**src/rtl/uart_tx_core_if.sv**
```systemverilog
// Transmit request / serial line bundle between a requester and uart_tx_core.
interface uart_tx_core_if #(
  parameter int unsigned DATA_WIDTH = 8
);
  logic [DATA_WIDTH-1:0] p_data;
  logic                  data_valid;
  logic                  par_en;
  logic                  par_typ;
  logic [5:0]            prescale;
  logic                  tx_out;
  logic                  busy;

  modport master (
    output p_data, data_valid, par_en, par_typ, prescale,
    input  tx_out, busy
  );

  modport slave (
    input  p_data, data_valid, par_en, par_typ, prescale,
    output tx_out, busy
  );
endinterface

```
**src/rtl/uart_tx_core.sv**
```systemverilog
// UART transmitter: start bit, LSB-first data, optional parity, one stop bit,
// each bit held for a latched number of clk cycles.
module uart_tx_core #(
  parameter int unsigned DATA_WIDTH = 8
) (
  input logic            clk,
  input logic            rst,
  uart_tx_core_if.slave  bus
);

  localparam int unsigned PRE_W = 6;
  localparam int unsigned BIT_W = (DATA_WIDTH > 1) ? $clog2(DATA_WIDTH) : 1;
  localparam logic [BIT_W-1:0] LAST_BIT = BIT_W'(DATA_WIDTH - 1);

  typedef enum logic [2:0] {
    S_IDLE   = 3'd0,
    S_START  = 3'd1,
    S_DATA   = 3'd2,
    S_PARITY = 3'd3,
    S_STOP   = 3'd4
  } state_t;

  state_t                state;
  logic [PRE_W-1:0]      edge_cnt;
  logic [BIT_W-1:0]      bit_cnt;
  logic [DATA_WIDTH-1:0] sh_q;
  logic [PRE_W-1:0]      pre_q;
  logic                  par_en_q;
  logic                  par_bit_q;
  logic                  tx_q;
  logic                  busy_q;
  logic                  bit_done;

  // Last clk cycle of the current bit period.
  assign bit_done = (edge_cnt == (pre_q - PRE_W'(1)));

  assign bus.tx_out = tx_q;
  assign bus.busy   = busy_q;

  // Frame sequencer; tx_out and busy come straight from flops.
  always_ff @(posedge clk) begin
    if (!rst) begin
      state     <= S_IDLE;
      edge_cnt  <= '0;
      bit_cnt   <= '0;
      sh_q      <= '0;
      pre_q     <= '0;
      par_en_q  <= 1'b0;
      par_bit_q <= 1'b0;
      tx_q      <= 1'b1;
      busy_q    <= 1'b0;
    end else begin
      case (state)
        S_IDLE: begin
          tx_q     <= 1'b1;
          busy_q   <= 1'b0;
          edge_cnt <= '0;
          bit_cnt  <= '0;
          if (bus.data_valid && (bus.prescale != PRE_W'(0))) begin
            sh_q      <= bus.p_data;
            pre_q     <= bus.prescale;
            par_en_q  <= bus.par_en;
            par_bit_q <= (^bus.p_data) ^ bus.par_typ;
            tx_q      <= 1'b0;
            busy_q    <= 1'b1;
            state     <= S_START;
          end
        end

        S_START: begin
          if (bit_done) begin
            edge_cnt <= '0;
            bit_cnt  <= '0;
            tx_q     <= sh_q[0];
            sh_q     <= sh_q >> 1;
            state    <= S_DATA;
          end else begin
            edge_cnt <= edge_cnt + PRE_W'(1);
          end
        end

        S_DATA: begin
          if (bit_done) begin
            edge_cnt <= '0;
            if (bit_cnt == LAST_BIT) begin
              if (par_en_q) begin
                tx_q  <= par_bit_q;
                state <= S_PARITY;
              end else begin
                tx_q  <= 1'b1;
                state <= S_STOP;
              end
            end else begin
              bit_cnt <= bit_cnt + BIT_W'(1);
              tx_q    <= sh_q[0];
              sh_q    <= sh_q >> 1;
            end
          end else begin
            edge_cnt <= edge_cnt + PRE_W'(1);
          end
        end

        S_PARITY: begin
          if (bit_done) begin
            edge_cnt <= '0;
            tx_q     <= 1'b1;
            state    <= S_STOP;
          end else begin
            edge_cnt <= edge_cnt + PRE_W'(1);
          end
        end

        S_STOP: begin
          if (bit_done) begin
            edge_cnt <= '0;
            tx_q     <= 1'b1;
            busy_q   <= 1'b0;
            state    <= S_IDLE;
          end else begin
            edge_cnt <= edge_cnt + PRE_W'(1);
          end
        end

        default: begin
          state    <= S_IDLE;
          edge_cnt <= '0;
          bit_cnt  <= '0;
          tx_q     <= 1'b1;
          busy_q   <= 1'b0;
        end
      endcase
    end
  end

endmodule

```
**src/flat_wrapper.sv**
```systemverilog
// flat-port wrapper written by rule: the top's interface ports become plain ports
module uart_tx_core_flat 
#(
  parameter int unsigned DATA_WIDTH = 8
)
  (clk, rst, bus_p_data, bus_data_valid, bus_par_en, bus_par_typ, bus_prescale, bus_tx_out, bus_busy);
  uart_tx_core_if #(.DATA_WIDTH(DATA_WIDTH)) bus_i ();
  input logic clk;
  input logic rst;
  input wire logic [$bits(bus_i.p_data)-1:0] bus_p_data;
  input wire logic [$bits(bus_i.data_valid)-1:0] bus_data_valid;
  input wire logic [$bits(bus_i.par_en)-1:0] bus_par_en;
  input wire logic [$bits(bus_i.par_typ)-1:0] bus_par_typ;
  input wire logic [$bits(bus_i.prescale)-1:0] bus_prescale;
  output wire logic [$bits(bus_i.tx_out)-1:0] bus_tx_out;
  output wire logic [$bits(bus_i.busy)-1:0] bus_busy;
  assign bus_i.p_data = bus_p_data;
  assign bus_i.data_valid = bus_data_valid;
  assign bus_i.par_en = bus_par_en;
  assign bus_i.par_typ = bus_par_typ;
  assign bus_i.prescale = bus_prescale;
  assign bus_tx_out = bus_i.tx_out;
  assign bus_busy = bus_i.busy;
  uart_tx_core #(.DATA_WIDTH(DATA_WIDTH)) u_core (.clk(clk), .rst(rst), .bus(bus_i));
endmodule
```
**config.mk**
```make
export PLATFORM = sky130hd
export DESIGN_NAME = uart_tx_core_flat
export DESIGN_NICKNAME = d
export VERILOG_FILES = /design/src/rtl/uart_tx_core_if.sv /design/src/rtl/uart_tx_core.sv /design/src/flat_wrapper.sv
export SDC_FILE = /design/constraint.sdc
export NUM_CORES = 1
export LEC_CHECK = 0
export CORE_UTILIZATION = 59
export CTS_CLUSTER_SIZE = 20
export DETAILED_ROUTE_END_ITERATION = 6
export HOLD_SLACK_MARGIN = 0.12
export PLACE_DENSITY = 0.89
export SYNTH_ARGS = -nofsm -noshare
export SYNTH_HDL_FRONTEND = slang
export SYNTH_SLANG_ARGS = --single-unit
```
**constraint.sdc**
```tcl
create_clock -name clk -period 6.4 [get_ports clk]
set_input_delay 1.28 -clock clk [delete_from_list [all_inputs] [get_ports clk]]
set_output_delay 1.28 -clock clk [all_outputs]
set_load 0.01 [all_outputs]
```
======== Word-level counts from Yosys, hierarchy flattened ========
Index checks and enable logic that the tools add are counted.
W data, S select, Z words.
word-level totals
  logic and storage cells ................. 72
  bits of input ports ..................... 19
  register bits after elaboration ......... 30
operators by class
  add/sub/neg operators ................... 3
  reduce and logical (&&, ||, !) cells .... 15
  equal/unequal tests ..................... 14
  bitwise logic cells ..................... 5
  mux-type cells .......................... 26
operators with widths
  kind                   count
  $mux W8                4
  $mux W3                9
  $pmux W8 S3            1
  $pmux W3 S5            1
  $ne A2 B1 Y1 const B   7
  $pmux W3 S3            1
  $mux W1                8
  $reduce_xor A8 Y1      1
  $add A6 B1 Y6 const B  1
  $eq A3 B2 Y1 const B   2
  $eq A3 B3 Y1 const B   2
  $eq A6 B6 Y1           1
  $reduce_and A6 Y1      1
  $reduce_bool A6 Y1     1
  $reduce_or A3 Y1       2
  $sub A6 B1 Y6 const B  1
  $reduce_and A5 Y1      1
  $not A1 Y1             4
  $pmux W1 S4            1
  $reduce_and A2 Y1      2
  $reduce_and A4 Y1      1
  $reduce_or A4 Y1       1
  $add A3 B1 Y3 const B  1
  $eq A3 B1 Y1 const B   1
  8 further kinds        8

======== Depth between registers and ports, before layout ========
Gate-level depths: netlist of the first run.
  depth after elaboration ................. 4
  gate-level depth with buffers ........... 9

======== Worst setup path before layout of the first run ========
No wires, ideal clock.
  kind .................................... input -> register
  start ................................... in bus_prescale[2]
  end ..................................... reg u_core.sh_q[0]
  setup slack ............................. 3.522 ns
  buffers on the path ..................... 1
  arrival ................................. 2.807 ns
  required time ........................... 6.328 ns
  library setup time ...................... 0.072 ns
  stages .................................. 7
  path through ............................ or4_1 o31ai_1 nor2_1 nand2_1 and2_1 buf_4 mux2i_1
on the way
  longest elaborated chain between the ends .. 4
ends and longest elaborated chain
  element                      RTL line            RTL
  start, declared              flat_wrapper.sv:14  input wire logic [$bits(bus_i.prescale)-1:0] bus_prescale;
  $reduce_bool A6 Y1           uart_tx_core.sv:59  if (bus.data_valid && (bus.prescale != PRE_W'(0))) begin
  $logic_and A1 B1 Y1          uart_tx_core.sv:59
  $ne A2 B1 Y1 (no line)       n/a
  $reduce_and A5 Y1 (no line)  n/a
  end signal, assigned         uart_tx_core.sv:60  sh_q <= bus.p_data;
  end signal, assigned         uart_tx_core.sv:75  sh_q <= sh_q >> 1;
  end signal, assigned         uart_tx_core.sv:96  sh_q <= sh_q >> 1;
  end, declared                uart_tx_core.sv:26  logic [DATA_WIDTH-1:0] sh_q;
No other way between the ends.
A chain may end at the register's enable or synchronous reset.

======== Worst setup path after layout of the first run ========
  start ................................... in bus_prescale[2]
  end ..................................... reg u_core.sh_q[1]
The elaborated chain is that of the path after synthesis.

==> results_dict.tcl, run 1 <==
set metrics [dict create \
    status "complete, no violations" \
    use_met2 0.413 \
    numPortBuffers 20 \
    via_count 1416 \
    synth-seq-area-share 0.353 \
    regToRegStartpoint "u_core.pre_q[0]$_SDFFE_PN0P_" \
    syn_area_per_cell_um2 8.54 \
    grt_overflow 0 \
    power_per_cell_area_nw_per_um2 204 \
    synth_common_cells "nand2_1, dfxtp_1, nor2_1, xnor2_1, a21boi_0" \
    rsz0062_at_grt "no" \
    use_met1 0.249 \
    antenna_cells 0 \
    register_area_um2 601 \
    hold_start "u_core.sh_q[5]$_SDFFE_PN0P_" \
    placed_cell_area_um2 1900 \
    grt_pass1_vias 1355 \
    ys_ff_latch 30 \
    stdcell_area_um2 1960 \
    core_area_um2 2730 \
    slew_headroom 0.310 \
    grt_max_degree 34 \
    synthTopCellsByArea "dfxtp_1, nand2_1, xnor2_1" \
    max_freq_ghz 0.301 \
    layout.nets 243 \
    drt_pass1_iterations 4 \
    slowest_stage "or4_1" \
    yosysUniqueCellTypes 44 \
    crit_family "simple AND/OR/NAND/NOR gates" \
    area_growth_pct 15.5 \
    switchingPower_mw 0.111 \
    drtIter0Drc 34 \
    grt_antenna_before_repair 0 \
    multi_input_area_um2 1030 \
    cp.buffers_inverters 1 \
    synthCells 199 \
    cts_max_level 2 \
    hold_violations 0 \
    yosysTopAreaCellShare 0.353 \
    drc 0 \
    maxCapViolations 0 \
    start_kind "primary input" \
    power.internal_mw 0.291 \
    worst_path_largest_cell_delay_ns 0.52 \
    worstSetupStartpoint "bus_prescale[2]" \
    cts_buffers 5 \
    p_clk_frac 0.298 \
    synth_edf_count 0 \
    clk_pin_slew_ns 0.09 \
    power_frac_seq 0.508 \
    cts_sinks 30 \
    synth_most_common_cell "nand2_1" \
    peakVddDrop_mv 0.171 \
    io_pins 21 \
    vias_per_cell 5.62 \
    wire_per_inst_um 12.7 \
    hp-class "flop to flop" \
    worstPathArrival_ns 3.59 \
    drv_slew 0 \
    fillers 225 \
    post_cts_buffers 0 \
    dp_cells 244 \
    min_period_over_period 0.520 \
    regToRegSetupSlack_ns 4.00 \
    die-area_um2 3100 \
    wirelength_mm 3.19 \
    path_cells "clkdlybuf4s50_1 > or4_1 > o31ai_1 > nor2_1 > nand2_1 > and2_1 > mux2i_1" \
    dp_hpwl_mm 2.38 \
    drt.antenna.violating_nets 0 \
    hold_slack_ns 0.464 \
    synthesis.area_um2 1700 \
    post-route-min-period_ns 3.33 \
    worstPathRequired_ns 6.66 \
    yosysWarnings 0 \
    grt_pass1_wl_mm 5.55 \
    start_util 0.622 \
    crit_type "primary input to flop" \
    finClkSkew_ns 0.00714 \
    ys.flop_type "dfxtp_1" \
    holdBufCountCts 0 \
    clock-root-buffer "clkbuf_4" \
    place.gp.congestion 0.927 \
    swShare 0.276 \
    grt_usage 0.230 \
    worstSetupEndpointType "flop" \
    die_y_um 55.7 \
    worstSkewPairLatency_ns 0.34 \
    fin_cells 252 \
    syn_nets 222 \
    rows 19 \
    leakage_nw 0.757 \
    worst-path-max-fanout 10 \
    cts_tree "yes" \
    setup_violations 0 \
    busiest_layer "met2" \
    post_cts_resized 0 \
    tightestPinTransition_ns 1.03 \
    synth-async-reset-ratio 0 \
    use_met3 0.0558 \
    yosysTopAreaCell "dfxtp_1" \
    setup_tns_ns 0 \
    drive_above_1_share 0.0950 \
    power_frac_comb 0.194 \
    cts_max_path_buffers 2 \
    die_w_um 55.7 \
]
## worst paths after layout
| path | to | depth (start not counted) |
|---|---|---|
| worst min register to register | u_core.sh_q[5]$_SDFFE_PN0P_ | 2 |
| worst max register to register | u_core.state[2]$_SDFFE_PN0P_ | 8 |
| worst min-delay path | u_core.sh_q[5]$_SDFFE_PN0P_ | 2 |
| worst max-delay path | u_core.sh_q[1]$_SDFFE_PN0P_ | 7 |
## sequential cells by signal, summed over array words and instances, names as in the netlist
register	count
u_core.bit_cnt	3
u_core.par_en_q	1
u_core.state	3
u_core.sh_q	8
u_core.bus.tx_out	1
u_core.bus.busy	1
u_core.pre_q	6
u_core.par_bit_q	1
u_core.edge_cnt	6
## cell families after synthesis
family,Yosys count,synth area share
compound gates,35,0.154
xor+xnor,19,0.0979
fa+ha+maj,4,0.0294
buf+inv,14,0.0383
flops,30,0.353
mux,16,0.0993
simple gates,81,0.228
## layer usage
metal	routed length (µm)	up-vias
met5	0	-
met4	66	0
met3	97	7
met2	1630	22
met1	1400	659
li1	-	728
## power by group through the flow
stage | sequential, mW | clock [mW] | combinational, mW
CTS | 0.204 | 0.122 | 0.0786
finish | 0.204 | 0.120 | 0.0780
global route | 0.206 | 0.130 | 0.0863
global placement | 0.208 | 0 | 0.0770
detailed placement | 0.208 | 0 | 0.0784
floorplan | 0.207 | 0 | 0.0555
## worst reg2reg max path, cell delays in order (launching register included)
cell      delay (ns)
dfxtp_1         0.44
inv_1           0.07
ha_1            0.26
o21ba_1         0.19
a221oi_2        0.28
a41oi_2         0.12
or2_4           0.33
or4b_1          0.50
a21boi_1        0.15
## through the flow
step	power, mW	util	setup slack [ns]
finish	0.402	0.719	3.07
global route	0.422	0.719	2.91
CTS	0.405	0.719	3.05
detailed placement	0.287	0.697	2.70
global placement	0.285	0.697	2.80
floorplan	0.262	-	3.52
## area by class of cell
class                      instances  area share
clock buffer                       7      0.0280
clock inverter                     1     0.00255
inverter                           8      0.0153
multi-input combinational        155       0.527
sequential                        30       0.306
tap                               31      0.0197
timing repair buffer              20       0.102
## cells in the final DEF (no fill, tap or decap), types with 2 or more instances in the layout
master,synthesis,final
or3_1,2,2
inv_1,8,8
nand2b_1,2,2
clkdlybuf4s50_1,0,20
or2_2,2,2
ha_1,4,4
nand3_1,6,6
xor2_1,6,6
dfxtp_1,30,30
xnor2_1,13,13
nor2_1,13,13
o21ai_0,4,4
mux2_2,7,7
a21boi_0,10,10
o21a_1,2,2
clkbuf_4,0,5
o31ai_1,2,2
a21oi_1,6,6
nand2_1,44,44
mux2i_1,9,9
nor3_1,2,2
No activity file was read; power rests on OpenSTA's default activity.
==> run 2: changes to the inputs <==
- CORE_UTILIZATION: 59 -> 49
- PLACE_DENSITY: 0.89 -> 0.8
- clock period: 6.4 -> 2.73 ns (I/O delays scaled with it)
==> results_dict.tcl, run 2 (same netlist as run 1, synthesis figures left out) <==
set metrics [dict create \
    status "complete, no violations" \
    drv_slew 0 \
    start_util 0.510 \
    die-area_um2 3710 \
    numPortBuffers 20 \
    cts_max_level 2 \
    post-route-min-period_ns 2.40 \
    drive_above_1_share 0.115 \
    setup_violations 0 \
    antenna_cells 0 \
    power_per_cell_area_nw_per_um2 469 \
    hp-class "flop to flop" \
    max_freq_ghz 0.417 \
    slew_headroom 0.409 \
    grt_antenna_before_repair 0 \
    grt_pass1_vias 1355 \
    rsz0062_at_grt "no" \
    final_common_cell "nand2_1" \
    wire_per_inst_um 12.4 \
    core_area_um2 3340 \
    tightestPinTransition_ns 0.879 \
    grt_max_degree 24 \
    drtIter0Drc 45 \
    drt.antenna.violating_nets 0 \
    die_y_um 60.9 \
    area_growth_pct 18.8 \
    finClkSkew_ns 0.00689 \
    drt_pass1_iterations 4 \
    hold_violations 0 \
    layout.nets 248 \
    rows 21 \
    maxCapViolations 0 \
    cts_tree "yes" \
    leakage_nw 0.780 \
    io_pins 21 \
    cts_buffers 5 \
    largest_reg_flops 8 \
    grt_pass1_wl_mm 5.73 \
    worstSetupEndpointType "flop" \
    fillers 313 \
    via_count 1438 \
    top_register "u_core.sh_q" \
    cts_sinks 30 \
    grt_overflow 0 \
    peakVddDrop_mv 0.323 \
    crit_type "flop to flop" \
    holdBufCountCts 0 \
    worst-path-max-fanout 7 \
    worstPathRequired_ns 3.00 \
    worstPathArrival_ns 2.67 \
    drc 0 \
    worstSkewPairLatency_ns 0.33 \
    clock-root-buffer "clkbuf_4" \
    setup_tns_ns 0 \
    dp_hpwl_mm 2.49 \
    grt_usage 0.217 \
    dp_cells 264 \
    largestRegisters "u_core.sh_q (8), u_core.edge_cnt (6), u_core.pre_q (6)" \
    wirelength_mm 3.37 \
    die_w_um 60.9 \
    post_cts_resized 0 \
    vias_per_cell 5.29 \
    min_period_over_period 0.878 \
    fin_cells 272 \
    cts_max_path_buffers 2 \
    start_kind "flop" \
    place.gp.congestion 0.858 \
    clk_pin_slew_ns 0.09 \
    final_cell_mix "nand2_1, dfxtp_1, clkdlybuf4s50_1" \
    post_cts_buffers 0 \
]
## run 2: cell types whose count changed in the layout (fill, tap and decap cells not counted), sizes merged
cell	delta
buf	+5
## run 2: cell type report
| class | instances | area (µm²) | area share |
|---|---|---|---|
| multi-input cells | 155 | 1030 | 0.512 |
| repair buffers | 25 | 238 | 0.118 |
| inverters | 8 | 30.0 | 0.0149 |
| well taps | 46 | 57.6 | 0.0285 |
| clock buffers | 7 | 55.1 | 0.0272 |
| clock inverters | 1 | 5.00 | 0.00248 |
| flip-flops and latches | 30 | 601 | 0.297 |
## run 2: final timing paths
kind / start / endpoint / slack (ns) / cells after the start
worst max-delay path: u_core.pre_q[0]$_SDFFE_PN0P_ / u_core.state[2]$_SDFFE_PN0P_ / 0.33 / 8
worst min-delay path: u_core.sh_q[2]$_SDFFE_PN0P_ / u_core.sh_q[2]$_SDFFE_PN0P_ / 0.46 / 2
worst max register to register: u_core.pre_q[0]$_SDFFE_PN0P_ / u_core.state[2]$_SDFFE_PN0P_ / 0.33 / 8
worst min register to register: u_core.sh_q[2]$_SDFFE_PN0P_ / u_core.sh_q[2]$_SDFFE_PN0P_ / 0.46 / 2
## run 2: power breakdown
group	total, mW	switching, mW	internal [mW]
sequential	0.479	0.0192	0.460
clock	0.275	0.151	0.125
combinational	0.193	0.0896	0.104
## run 2: per-stage QoR
stage,power (mW),hold WS [ns],worst slack (ns),util,instance area (µm²)
after detailed placement,0.683,0.454,0.0744,0.588,1960
after CTS,0.962,0.467,0.317,0.606,2020
after global routing,1.00,0.476,0.155,0.606,2020
final,0.948,0.463,0.332,0.606,2020
after global placement,0.678,0.443,0.201,0.588,1960
after floorplan,0.615,0.435,0.533,-,1700
## run 2: per-layer routing
layer	GRT usage	share of wire
met4	0.0974	0.025
met3	0.0725	0.042
met2	0.380	0.49
met1	0.237	0.44
met5	0	0
## run 2: worst max-delay path, cell delays in order (launching register included)
cell and delay (ns):
dfxtp_1 0.44, inv_1 0.07, ha_1 0.26, o21ba_1 0.20, a221oi_2 0.29, a41oi_2 0.12
or2_4 0.32, or4b_1 0.50, a21boi_1 0.14
